==> src/rtl/led_seq_pkg.sv <==
// led_seq_pkg: shared types and defaults for the LED pattern sequencer slice.
//   seq_state_t : sequencer FSM states (IDLE, RUN, GAP)
//   LED_W_DEF   : default LED bar width
//   NUM_ST_DEF  : default number of sequenced pattern state modules
package led_seq_pkg;

  typedef enum logic [1:0] {
    IDLE = 2'd0,
    RUN  = 2'd1,
    GAP  = 2'd2
  } seq_state_t;

  localparam int unsigned LED_W_DEF  = 18;
  localparam int unsigned NUM_ST_DEF = 6;

endpackage : led_seq_pkg

==> src/rtl/led_seq_if.sv <==
// led_seq_if: begin/over handshake bundle between the sequencer and the
// pattern state modules.
//   st_begin : one-hot begin, sequencer -> modules
//   st_over  : per-module done flag, modules -> sequencer
//   st_out   : flattened LED words, module i at [i*LED_W +: LED_W]
// Modports: master (sequencer side), slave (pattern module side).
interface led_seq_if
  import led_seq_pkg::*;
#(
  parameter int unsigned NUM_ST = NUM_ST_DEF,
  parameter int unsigned LED_W  = LED_W_DEF
);

  logic [NUM_ST-1:0]       st_begin;
  logic [NUM_ST-1:0]       st_over;
  logic [NUM_ST*LED_W-1:0] st_out;

  modport master (
    output st_begin,
    input  st_over,
    input  st_out
  );

  modport slave (
    input  st_begin,
    output st_over,
    output st_out
  );

endinterface : led_seq_if

==> src/rtl/led_seq_watchdog.sv <==
// led_seq_watchdog: RUN-state cycle counter with expiry and sticky error flag.
//   clk, sync_rs   : clock, synchronous active-high reset
//   i_run          : sequencer is in RUN this cycle
//   i_take         : an expiry this cycle is acted on (run enable high)
//   o_expire_c     : combinational, high on the TIMEOUT-th consecutive RUN cycle
//   o_timeout_err  : registered sticky flag, cleared only by sync_rs
module led_seq_watchdog
  import led_seq_pkg::*;
#(
  parameter int unsigned TIMEOUT = 4096
) (
  input  logic clk,
  input  logic sync_rs,
  input  logic i_run,
  input  logic i_take,
  output logic o_expire_c,
  output logic o_timeout_err
);

  localparam int unsigned WD_W = (TIMEOUT > 1) ? $clog2(TIMEOUT) : 1;

  logic [WD_W-1:0] r_cnt;
  logic            r_timeout_err;

  // Counter sits at zero outside RUN, so every RUN entry starts a fresh count.
  assign o_expire_c = i_run && (r_cnt == WD_W'(TIMEOUT - 1));

  always_ff @(posedge clk) begin
    if (sync_rs) begin
      r_cnt         <= '0;
      r_timeout_err <= 1'b0;
    end else begin
      if (!i_run || o_expire_c) begin
        r_cnt <= '0;
      end else begin
        r_cnt <= r_cnt + WD_W'(1);
      end
      if (o_expire_c && i_take) begin
        r_timeout_err <= 1'b1;
      end
    end
  end

  assign o_timeout_err = r_timeout_err;

endmodule : led_seq_watchdog

==> src/rtl/led_pattern_sequencer.sv <==
// led_pattern_sequencer: initiator of the pattern begin/over handshake.
// Steps a one-hot st_begin through NUM_ST pattern modules, waits for the
// active module's st_over, idles GAP_CYC cycles, then moves to the next
// module. The active module's LED word is registered onto the LED bar.
//   clk, sync_rs : clock, synchronous active-high reset
//   enabler      : global run enable (low forces IDLE, index held)
//   seq_bus      : led_seq_if.master (st_begin out, st_over/st_out in)
//   out          : registered LED bar
//   cur_st       : index of the active/pending module
//   cycle_done   : one-cycle pulse when the index wraps to 0
//   timeout_err  : sticky watchdog flag
// Optional feature macro: LEDSEQ_WATCHDOG_EN (RUN-state watchdog; when
// undefined RUN waits indefinitely and timeout_err is tied low).
module led_pattern_sequencer
  import led_seq_pkg::*;
#(
  parameter int unsigned NUM_ST  = NUM_ST_DEF,
  parameter int unsigned LED_W   = LED_W_DEF,
  parameter int unsigned GAP_CYC = 1,
  parameter int unsigned TIMEOUT = 4096
) (
  input  logic                      clk,
  input  logic                      sync_rs,
  input  logic                      enabler,
  led_seq_if.master                 seq_bus,
  output logic [LED_W-1:0]          out,
  output logic [$clog2(NUM_ST)-1:0] cur_st,
  output logic                      cycle_done,
  output logic                      timeout_err
);

  localparam int unsigned CUR_W = $clog2(NUM_ST);
  localparam int unsigned GAP_W = (GAP_CYC > 1) ? $clog2(GAP_CYC) : 1;

  localparam logic [1:0] S_IDLE = 2'(IDLE);
  localparam logic [1:0] S_RUN  = 2'(RUN);
  localparam logic [1:0] S_GAP  = 2'(GAP);

  logic [1:0]        r_state;
  logic [CUR_W-1:0]  r_cur_st;
  logic [GAP_W-1:0]  r_gap_cnt;
  logic [NUM_ST-1:0] r_st_begin;
  logic [LED_W-1:0]  r_out;
  logic              r_cycle_done;

  logic [1:0]        w_state_nxt;
  logic [CUR_W-1:0]  w_cur_nxt;
  logic [GAP_W-1:0]  w_gap_nxt;
  logic [NUM_ST-1:0] w_begin_nxt;
  logic [LED_W-1:0]  w_out_nxt;
  logic              w_wrap_c;
  logic              w_over_c;
  logic              w_expire_c;

`ifdef LEDSEQ_WATCHDOG_EN
  // Expiry acts as the active module's st_over.
  led_seq_watchdog #(
    .TIMEOUT (TIMEOUT)
  ) u_watchdog (
    .clk           (clk),
    .sync_rs       (sync_rs),
    .i_run         (r_state == S_RUN),
    .i_take        (enabler),
    .o_expire_c    (w_expire_c),
    .o_timeout_err (timeout_err)
  );
`else
  logic [31:0] w_unused_timeout;
  assign w_unused_timeout = 32'(TIMEOUT);
  assign w_expire_c       = 1'b0;
  assign timeout_err      = 1'b0;
`endif

  // Only the active module's st_over is looked at.
  assign w_over_c = seq_bus.st_over[r_cur_st] | w_expire_c;

  // Next state, index, gap count and next values of the registered outputs.
  always_comb begin
    w_state_nxt = r_state;
    w_cur_nxt   = r_cur_st;
    w_gap_nxt   = r_gap_cnt;
    w_wrap_c    = 1'b0;
    w_begin_nxt = '0;
    w_out_nxt   = '0;

    case (r_state)
      S_IDLE: begin
        if (enabler) begin
          w_state_nxt = S_RUN;
        end
      end
      S_RUN: begin
        if (!enabler) begin
          w_state_nxt = S_IDLE;
        end else if (w_over_c) begin
          w_state_nxt = S_GAP;
          w_gap_nxt   = '0;
        end
      end
      S_GAP: begin
        if (!enabler) begin
          w_state_nxt = S_IDLE;
          w_gap_nxt   = '0;
        end else if (r_gap_cnt == GAP_W'(GAP_CYC - 1)) begin
          w_state_nxt = S_RUN;
          w_gap_nxt   = '0;
          if (r_cur_st == CUR_W'(NUM_ST - 1)) begin
            w_cur_nxt = '0;
            w_wrap_c  = 1'b1;
          end else begin
            w_cur_nxt = r_cur_st + CUR_W'(1);
          end
        end else begin
          w_gap_nxt = r_gap_cnt + GAP_W'(1);
        end
      end
      default: begin
        w_state_nxt = S_IDLE;
        w_gap_nxt   = '0;
      end
    endcase

    // Registered outputs follow the upcoming state: begin is decoded from the
    // next index, the LED word is sampled now and appears next cycle.
    if (w_state_nxt == S_RUN) begin
      w_begin_nxt[w_cur_nxt] = 1'b1;
      for (int unsigned i = 0; i < NUM_ST; i++) begin
        if (w_cur_nxt == CUR_W'(i)) begin
          w_out_nxt = seq_bus.st_out[i*LED_W +: LED_W];
        end
      end
    end
  end

  // State and output registers.
  always_ff @(posedge clk) begin
    if (sync_rs) begin
      r_state      <= S_IDLE;
      r_cur_st     <= '0;
      r_gap_cnt    <= '0;
      r_st_begin   <= '0;
      r_out        <= '0;
      r_cycle_done <= 1'b0;
    end else begin
      r_state      <= w_state_nxt;
      r_cur_st     <= w_cur_nxt;
      r_gap_cnt    <= w_gap_nxt;
      r_st_begin   <= w_begin_nxt;
      r_out        <= w_out_nxt;
      r_cycle_done <= w_wrap_c;
    end
  end

  assign seq_bus.st_begin = r_st_begin;
  assign out              = r_out;
  assign cur_st           = r_cur_st;
  assign cycle_done       = r_cycle_done;

endmodule : led_pattern_sequencer
==> src/flat_wrapper.sv <==
// flat-port wrapper written by rule: the top's interface ports become plain ports
module led_pattern_sequencer_flat import led_seq_pkg::*;
#(
  parameter int unsigned NUM_ST  = NUM_ST_DEF,
  parameter int unsigned LED_W   = LED_W_DEF,
  parameter int unsigned GAP_CYC = 1,
  parameter int unsigned TIMEOUT = 4096
)
  (clk, sync_rs, enabler, out, cur_st, cycle_done, timeout_err, seq_bus_st_begin, seq_bus_st_over, seq_bus_st_out);
  led_seq_if #(.NUM_ST(NUM_ST), .LED_W(LED_W)) seq_bus_i ();
  input  logic clk;
  input  logic sync_rs;
  input  logic enabler;
  output logic [LED_W-1:0] out;
  output logic [$clog2(NUM_ST)-1:0] cur_st;
  output logic cycle_done;
  output logic timeout_err;
  output wire logic [$bits(seq_bus_i.st_begin)-1:0] seq_bus_st_begin;
  input wire logic [$bits(seq_bus_i.st_over)-1:0] seq_bus_st_over;
  input wire logic [$bits(seq_bus_i.st_out)-1:0] seq_bus_st_out;
  assign seq_bus_st_begin = seq_bus_i.st_begin;
  assign seq_bus_i.st_over = seq_bus_st_over;
  assign seq_bus_i.st_out = seq_bus_st_out;
  led_pattern_sequencer #(.NUM_ST(NUM_ST), .LED_W(LED_W), .GAP_CYC(GAP_CYC), .TIMEOUT(TIMEOUT)) u_core (.clk(clk), .sync_rs(sync_rs), .enabler(enabler), .seq_bus(seq_bus_i), .out(out), .cur_st(cur_st), .cycle_done(cycle_done), .timeout_err(timeout_err));
endmodule
==> config.mk <==
export PLATFORM = sky130hd
export DESIGN_NAME = led_pattern_sequencer_flat
export DESIGN_NICKNAME = d
export VERILOG_FILES = /design/src/rtl/led_seq_pkg.sv /design/src/rtl/led_seq_if.sv /design/src/rtl/led_seq_watchdog.sv /design/src/rtl/led_pattern_sequencer.sv /design/src/flat_wrapper.sv
export SDC_FILE = /design/constraint.sdc
export NUM_CORES = 1
export LEC_CHECK = 0
export ABC_AREA = 1
export CELL_PAD_IN_SITES_DETAIL_PLACEMENT = 1
export CELL_PAD_IN_SITES_GLOBAL_PLACEMENT = 1
export CORE_UTILIZATION = 22
export CTS_CLUSTER_DIAMETER = 60
export DETAILED_ROUTE_END_ITERATION = 10
export PLACE_DENSITY = 0.83
export REMOVE_ABC_BUFFERS = 1
export SKIP_LAST_GASP = 1
export SLEW_MARGIN = 20
export SYNTH_ARGS = -nofsm -noshare
export SYNTH_HDL_FRONTEND = slang
export SYNTH_SLANG_ARGS = --single-unit
==> constraint.sdc <==
create_clock -name clk -period 1.75 [get_ports clk]
set_clock_uncertainty 0.05 [all_clocks]
set_input_delay 0.4375 -clock clk [delete_from_list [all_inputs] [get_ports clk]]
set_output_delay 0.4375 -clock clk [all_outputs]
set_load 0.01 [all_outputs]
==> results of run 1 <==
## synthesized netlist by cell type
library cell and count:
nand2_1 97, nand3_2 1, buf_12 1, nor2_1 72
o211ai_1 1, nand2_2 4, nor3_1 1, clkinv_1 1
a21boi_0 1, nor2_8 2, inv_1 43, o21ai_1 12
dfxtp_1 30, or2_0 2, nand3_1 9, nor2_4 4
buf_4 3, o21ai_0 8, nand4_1 14, inv_4 1
buf_6 5, nand2_4 5, a21oi_1 2, nand3_4 3
clkbuf_1 1, inv_2 4, nor2_2 2, o21a_1 2
conb_1 1, clkinv_2 1, inv_8 1
## cell type report
| cell class | count | share of cell area, % |
|---|---|---|
| well taps | 111 | 3.22 |
| repair buffers | 189 | 44.8 |
| clock buffers | 7 | 2.00 |
| multi-input cells | 245 | 30.7 |
| inverters | 51 | 5.06 |
| clock inverters | 1 | 0.116 |
| flip-flops and latches | 30 | 14.1 |
## worst max-delay path by stage
stage	start	endpoint	slack (ns)	depth (start not counted)
3_3_place_gp	enabler	u_core.out[16]	-0.47	12
4_1_cts	seq_bus_st_over[5]	u_core.out[1]	-0.04	12
6_report	u_core.r_state[1]	u_core.out[7]	-0.02	12
2_1_floorplan	u_core.cur_st[0]	u_core.out[0]	0.16	8
5_1_grt	u_core.r_state[1]	u_core.out[9]	-0.16	12
3_5_place_dp	enabler	u_core.out[5]	-0.55	12
## worst reg2reg max path: cells and delay by family, from the launching register on
kind | cells | cell delay, ns
AND/OR/NAND/NOR | 8 | 0.90
buffers and inverters | 4 | 0.37
flip-flops | 1 | 0.35
## through the flow
step	power (uW)	setup WS, ns	instances	cell area [um^2]
2_1_floorplan	842	0.157	324	1970
3_3_place_gp	1180	-0.475	604	3790
3_5_place_dp	1200	-0.547	604	3790
4_1_cts	1830	-0.0445	621	4080
5_1_grt	1920	-0.157	634	4310
6_report	1820	-0.0164	634	4310
## sequential cells by signal (all words and copies together), names as in the netlist
name and flops:
u_core.out 18, u_core.r_state 2, u_core.cur_st 3, u_core.cycle_done 1
u_core.seq_bus.st_begin 6
## cell families (layout without fill, tap and decap cells)
family / Yosys count / after routing
AO/OA/AOI/OAI: 26 / 26
other: 1 / 1
flip-flops: 30 / 30
AND/OR/NAND/NOR: 216 / 218
buffers and inverters: 61 / 248
## per-layer routing
layer  wire length [um]  global-route usage (%)  share of wire, %
met1               4160                    21.7                41
met2               5480                    38.7                54
met3                423                    3.51               4.1
met4                164                    6.33               1.6
met5                  0                       0                 0
## timing repair
| item | in CTS | in global routing |
|---|---|---|
| cloned | 2 | 2 |
| pin swaps | 14 | 27 |
| endpoints found under the setup margin | 23 | 20 |
| buffers inserted | 7 | 12 |
| gates resized for setup | 33 | 38 |
| hold endpoints to repair | 0 | 0 |
## power breakdown
part	switching (uW)	internal, uW
clock	286	318
combinational	167	337
sequential	10.4	704
==> flow_summary_export.csv, run 1 <==
group,metric,value,unit
place,post-dp-hpwl,7140,um
cells_and_area,num-nets-final,639,
route,drc,0,
cells_and_area,syn_to_final_growth,107,%
setup_path,worst_setup_path_end_kind,"register",
yosys,synth-simple-area-share,49.4,%
grt,grt_pass1_wl,15200,um
yosys,synth_top_family_by_area,"simple AND/OR/NAND/NOR gates",
route,wl_per_cell,16.1,um
clock_network,worst_skew_pair.late_latency,0.28,ns
setup_path,cp_slowest_cell,"dfxtp_2",
yosys,synth-compound-area-share,6.75,%
min_path,hold_end,"u_core.r_state[1]",
min_path,hold_depth,2,
clock_network,cts_tree,"done",
setup_path,r2r_end,"u_core.out[7]",
setup_path,slowest_delay,0.35,ns
setup_path,crit_fanout,7,
cells_and_area,drive_gt1_share,20.5,%
min_path,min-delay-start,"u_core.r_state[0]",
route,drtPass1Iterations,4,
route,vias_per_cell,4.51,
timing,setup_viol,4,
min_path,hold_class,"register to register",
die,row_count,35,
yosys,syn_avg_cell_area,6.21,um^2
timing,layout_setup_ws,-0.0164,ns
clock_network,cts_inserted_buffers,5,
yosys,yosysSeqAreaShare,28.9,%
yosys,ys_types,31,
clock_network,clock-root-buffer,"clkbuf_8",
route,wl,10200,um
pwr,leakage,0.00202,uW
die,core-area,0.00920,mm^2
die,die_h,99.1,um
run_status,status,"complete, but fails checks",
grt,grt_pass1_vias,3138,
cells_and_area,multi_input_area,0.00132,mm^2
die,dieArea,0.00983,mm^2
setup_path,crit_path_cell_trace,"inv_2 -> nor2_4 -> nand2_8 -> nand2_8 -> clkinv_8 -> buf_12 -> nand3_1 -> nand2_1 -> nor2_1 -> nand4_1 -> nand2_1 -> inv_1",
place,io_buffers,144,
setup_path,arrival,1.89,ns
timing,finalHoldViolations,0,
grt,grt_use_total,19.9,%
place,gp_congestion,0.819,
yosys,synthCells,334,
setup_path,cp_num_buf_inv,4,
timing,whs,0.511,ns
setup_path,critical_path.top_delay_family,"simple AND/OR/NAND/NOR gates",
clock_network,htreeDepth,2,
cells_and_area,antenna_cells,0,
pwr,irDropWorstVdd,0.000228,V
cells_and_area,mostFrequentLayoutCells,"clkdlybuf4s50_1 (133), nand2_1 (90), nor2_1 (66), inv_1 (40), buf_4 (27)",
yosys,synth_fa_ha_area_share,0,%
job,max_cap_violations,0,
setup_path,reg2reg_from,"u_core.r_state[1]",
die,die_x,99.1,um
grt,grt_max_degree,15,
pwr,p_per_area,423,mW/mm^2
clock_network,hold_buffers,0,
clock_network,path_clk_slew,0.07,ns
route,ant_nets,0,
cells_and_area,final_common_cell,"clkdlybuf4s50_1",
route,drt-initial-drc-count,36,
yosys,yosysTopAreaCell,"dfxtp_1",
run_status,violations,"setup timing",
yosys,ys_seq_elements,30,
cells_and_area,final_util,46.8,%
timing,slew_viol_final,0,
grt,grt_overflow,0,
yosys,yosysWarnings,0,
grt,antenna_found_initial,0,
timing,fin_crit,1.77,ns
setup_path,rrSetupSlack,-0.02,ns
timing,max_freq,0.566,GHz
clock_network,cts_num_sinks,30,
yosys,synth_xor_area_share,0,%
setup_path,crit_type,"register to register",
timing,post-route-period-util,101,%
die,initial_core_util,22.6,%
die,pin_count,146,
yosys,synth_top_area_share,28.9,%
timing,setup-tns-final,-0.0397,ns
yosys,yosys-top-cells-area,"dfxtp_1 (29%), nand2_1 (18%), nor2_1 (13%), inv_1 (7.8%), nand4_1 (4.2%)",
route,vias,2858,
cells_and_area,seqCellArea,608,um^2
yosys,synthesis.area,0.00208,mm^2
setup_path,crit_path_start_kind,"register",
yosys,synthMuxAreaShare,0,%
timing,rsz0062_at_grt,"true",
setup_path,reg2reg_depth,12,
cells_and_area,fillers,1172,
setup_path,worstPathRequired,1.88,ns
clock_network,cts_buffer_depth,2,
(Power assumes the default switching activity.)
==> run 2, diff against run 1 <==
--- a/config.mk
+++ b/config.mk
@@ -13,8 +13,6 @@
 export DETAILED_ROUTE_END_ITERATION = 10
 export PLACE_DENSITY = 0.83
 export REMOVE_ABC_BUFFERS = 1
-export SKIP_LAST_GASP = 1
-export SLEW_MARGIN = 20
 export SYNTH_ARGS = -nofsm -noshare
 export SYNTH_HDL_FRONTEND = slang
 export SYNTH_SLANG_ARGS = --single-unit
==> run 2 against run 1 <==
Net effect: the run still ends with setup timing left; critical path depth unchanged; power about the same; count of clock-buffer cells in the layout is the same; critical path type is now input port to register; highest routed layer unchanged.
==> flow_summary_export.csv, run 2 (synthesized netlist as in run 1, its figures left out) <==
group,metric,value,unit
setup_path,rrSetupSlack,-0.09,ns
clock_network,path_clk_slew,0.07,ns
cells_and_area,mostFrequentLayoutCells,"clkdlybuf4s50_1 (133), nand2_1 (88), nor2_1 (63), inv_1 (40)",
pwr,irDropWorstVdd,0.000228,V
timing,max_freq,0.540,GHz
setup_path,slowest_delay,0.27,ns
setup_path,worstSetupStartpoint,"enabler",
cells_and_area,final_common_cell,"clkdlybuf4s50_1",
timing,post-route-period-util,106,%
route,wl_per_cell,15.8,um
cells_and_area,final_area,0.00429,mm^2
setup_path,crit_path_start_kind,"input port",
route,wl,9950,um
grt,grt_pass1_vias,3138,
cells_and_area,num-nets-final,635,
setup_path,arrival,2.03,ns
cells_and_area,drive_gt1_share,21.6,%
route,vias,2818,
cells_and_area,largest_reg_flops,18,
grt,grt_overflow,0,
pwr,finalPower,1820,uW
place,gp_congestion,0.819,
clock_network,cts_tree,"done",
die,core-area,0.00920,mm^2
route,drt-initial-drc-count,19,
min_path,hold_class,"register to register",
cells_and_area,antenna_cells,0,
run_status,status,"complete, but fails checks",
setup_path,worstPathRequired,1.93,ns
clock_network,htreeDepth,2,
pwr,leakage,0.00199,uW
clock_network,hold_buffers,0,
grt,grt_pass1_wl,15200,um
setup_path,cp_slowest_cell,"dlygate4sd2_1",
setup_path,crit_path_cell_trace,"dlygate4sd2_1 -> nand2_1 -> inv_4 -> nand3_2 -> nand2_8 -> nand3_4 -> buf_6 -> nor2_1 -> nor2_2 -> nand4_1 -> nand2_1 -> inv_1",
cells_and_area,syn_to_final_growth,107,%
route,drtPass1Iterations,4,
place,dpl_cell_area,0.00379,mm^2
min_path,hold_end,"u_core.r_state[1]",
grt,grt_max_degree,15,
route,ant_nets,0,
die,initial_core_util,22.6,%
timing,layout_setup_ws,-0.103,ns
setup_path,reg2reg_from,"u_core.r_state[1]",
place,io_buffers,144,
setup_path,crit_fanout,4,
die,row_count,35,
route,vias_per_cell,4.47,
setup_path,crit_type,"input port to register",
timing,slew_viol_final,0,
setup_path,cp_num_buf_inv,4,
die,die_h,99.1,um
place,post-dp-hpwl,7140,um
timing,finalHoldViolations,0,
die,pin_count,146,
setup_path,r2r_end,"u_core.out[7]",
cells_and_area,final_util,46.6,%
setup_path,critical_path.top_delay_family,"simple AND/OR/NAND/NOR gates",
timing,rsz0062_at_grt,"true",
setup_path,cp_common_cell,"nand2_1",
clock_network,cts_num_sinks,30,
die,dieArea,0.00983,mm^2
clock_network,worst_skew_pair.late_latency,0.28,ns
die,die_x,99.1,um
timing,fin_crit,1.85,ns
place,dpl_worst_slack,-0.547,ns
min_path,min-delay-start,"u_core.r_state[0]",
setup_path,worst_setup_path_end_kind,"register",
timing,setup_viol,4,
route,drc,0,
clock_network,cts_inserted_buffers,5,
setup_path,crit_cells,12,
grt,grt_use_total,19.9,%
setup_path,reg2reg_depth,12,
clock_network,clock-root-buffer,"clkbuf_8",
grt,antenna_found_initial,0,
clock_network,cts_buffer_depth,2,
min_path,hold_depth,2,
pwr,p_per_area,425,mW/mm^2
timing,whs,0.506,ns
run_status,violations,"setup timing",
job,max_cap_violations,0,
run 2: stage by stage:
step / std cells / setup TNS, ns
floorplan: 324 / 0
global placement: 604 / -9.79
detailed placement: 604 / -10.74
CTS: 621 / -0.194
global route: 630 / -1.49
finish: 630 / -0.205
run 2: cell type report:
type,instances,area [um^2]
fill,1150,4910
inverter,51,220
clock buffer,7,86.3
tap,111,139
clock inverter,1,5.00
sequential,30,608
multi-input combinational,244,1340
timing repair buffer,186,1900
run 2: routing by layer:
metal	GRT usage [%]	share of wire (%)
met1	21.7	39
met2	38.7	55
met3	3.51	4.5
met4	6.33	2.1
met5	0	0
run 2: worst min-delay path: cells and delay by family, from the launching register on:
family / cells / cell delay [ns]
DFF: 1 / 0.37
and+or+nand+nor: 1 / 0.11
buffers and inverters: 1 / 0.04
run 2: worst max path at each step:
stage / slack, ns / endpoint
after floorplan: 0.16 / u_core.out[0]
after global placement: -0.47 / u_core.out[16]
after detailed placement: -0.55 / u_core.out[5]
after CTS: -0.04 / u_core.out[1]
after global routing: -0.14 / u_core.out[7]
final: -0.10 / u_core.out[7]
run 2: power breakdown:
group          switching (uW)  internal (uW)
registers                10.2            704
logic                     168            338
clock network             286            318
total                     464           1360
run 2: timing repair:
item                       in CTS  in global routing
cloned                          2                  0
setup endpoints to repair      23                 20
buffers inserted                7                 10
pin swaps                      14                 31
gates resized for setup        35                 43
==> run 3, diff against run 2 <==
--- a/config.mk
+++ b/config.mk
@@ -13,6 +13,7 @@
 export DETAILED_ROUTE_END_ITERATION = 10
 export PLACE_DENSITY = 0.83
 export REMOVE_ABC_BUFFERS = 1
+export SLEW_MARGIN = 20
 export SYNTH_ARGS = -nofsm -noshare
 export SYNTH_HDL_FRONTEND = slang
 export SYNTH_SLANG_ARGS = --single-unit
==> results of run 3 <==
No change in the layout: final DEF, timing and power equal those of run 2.
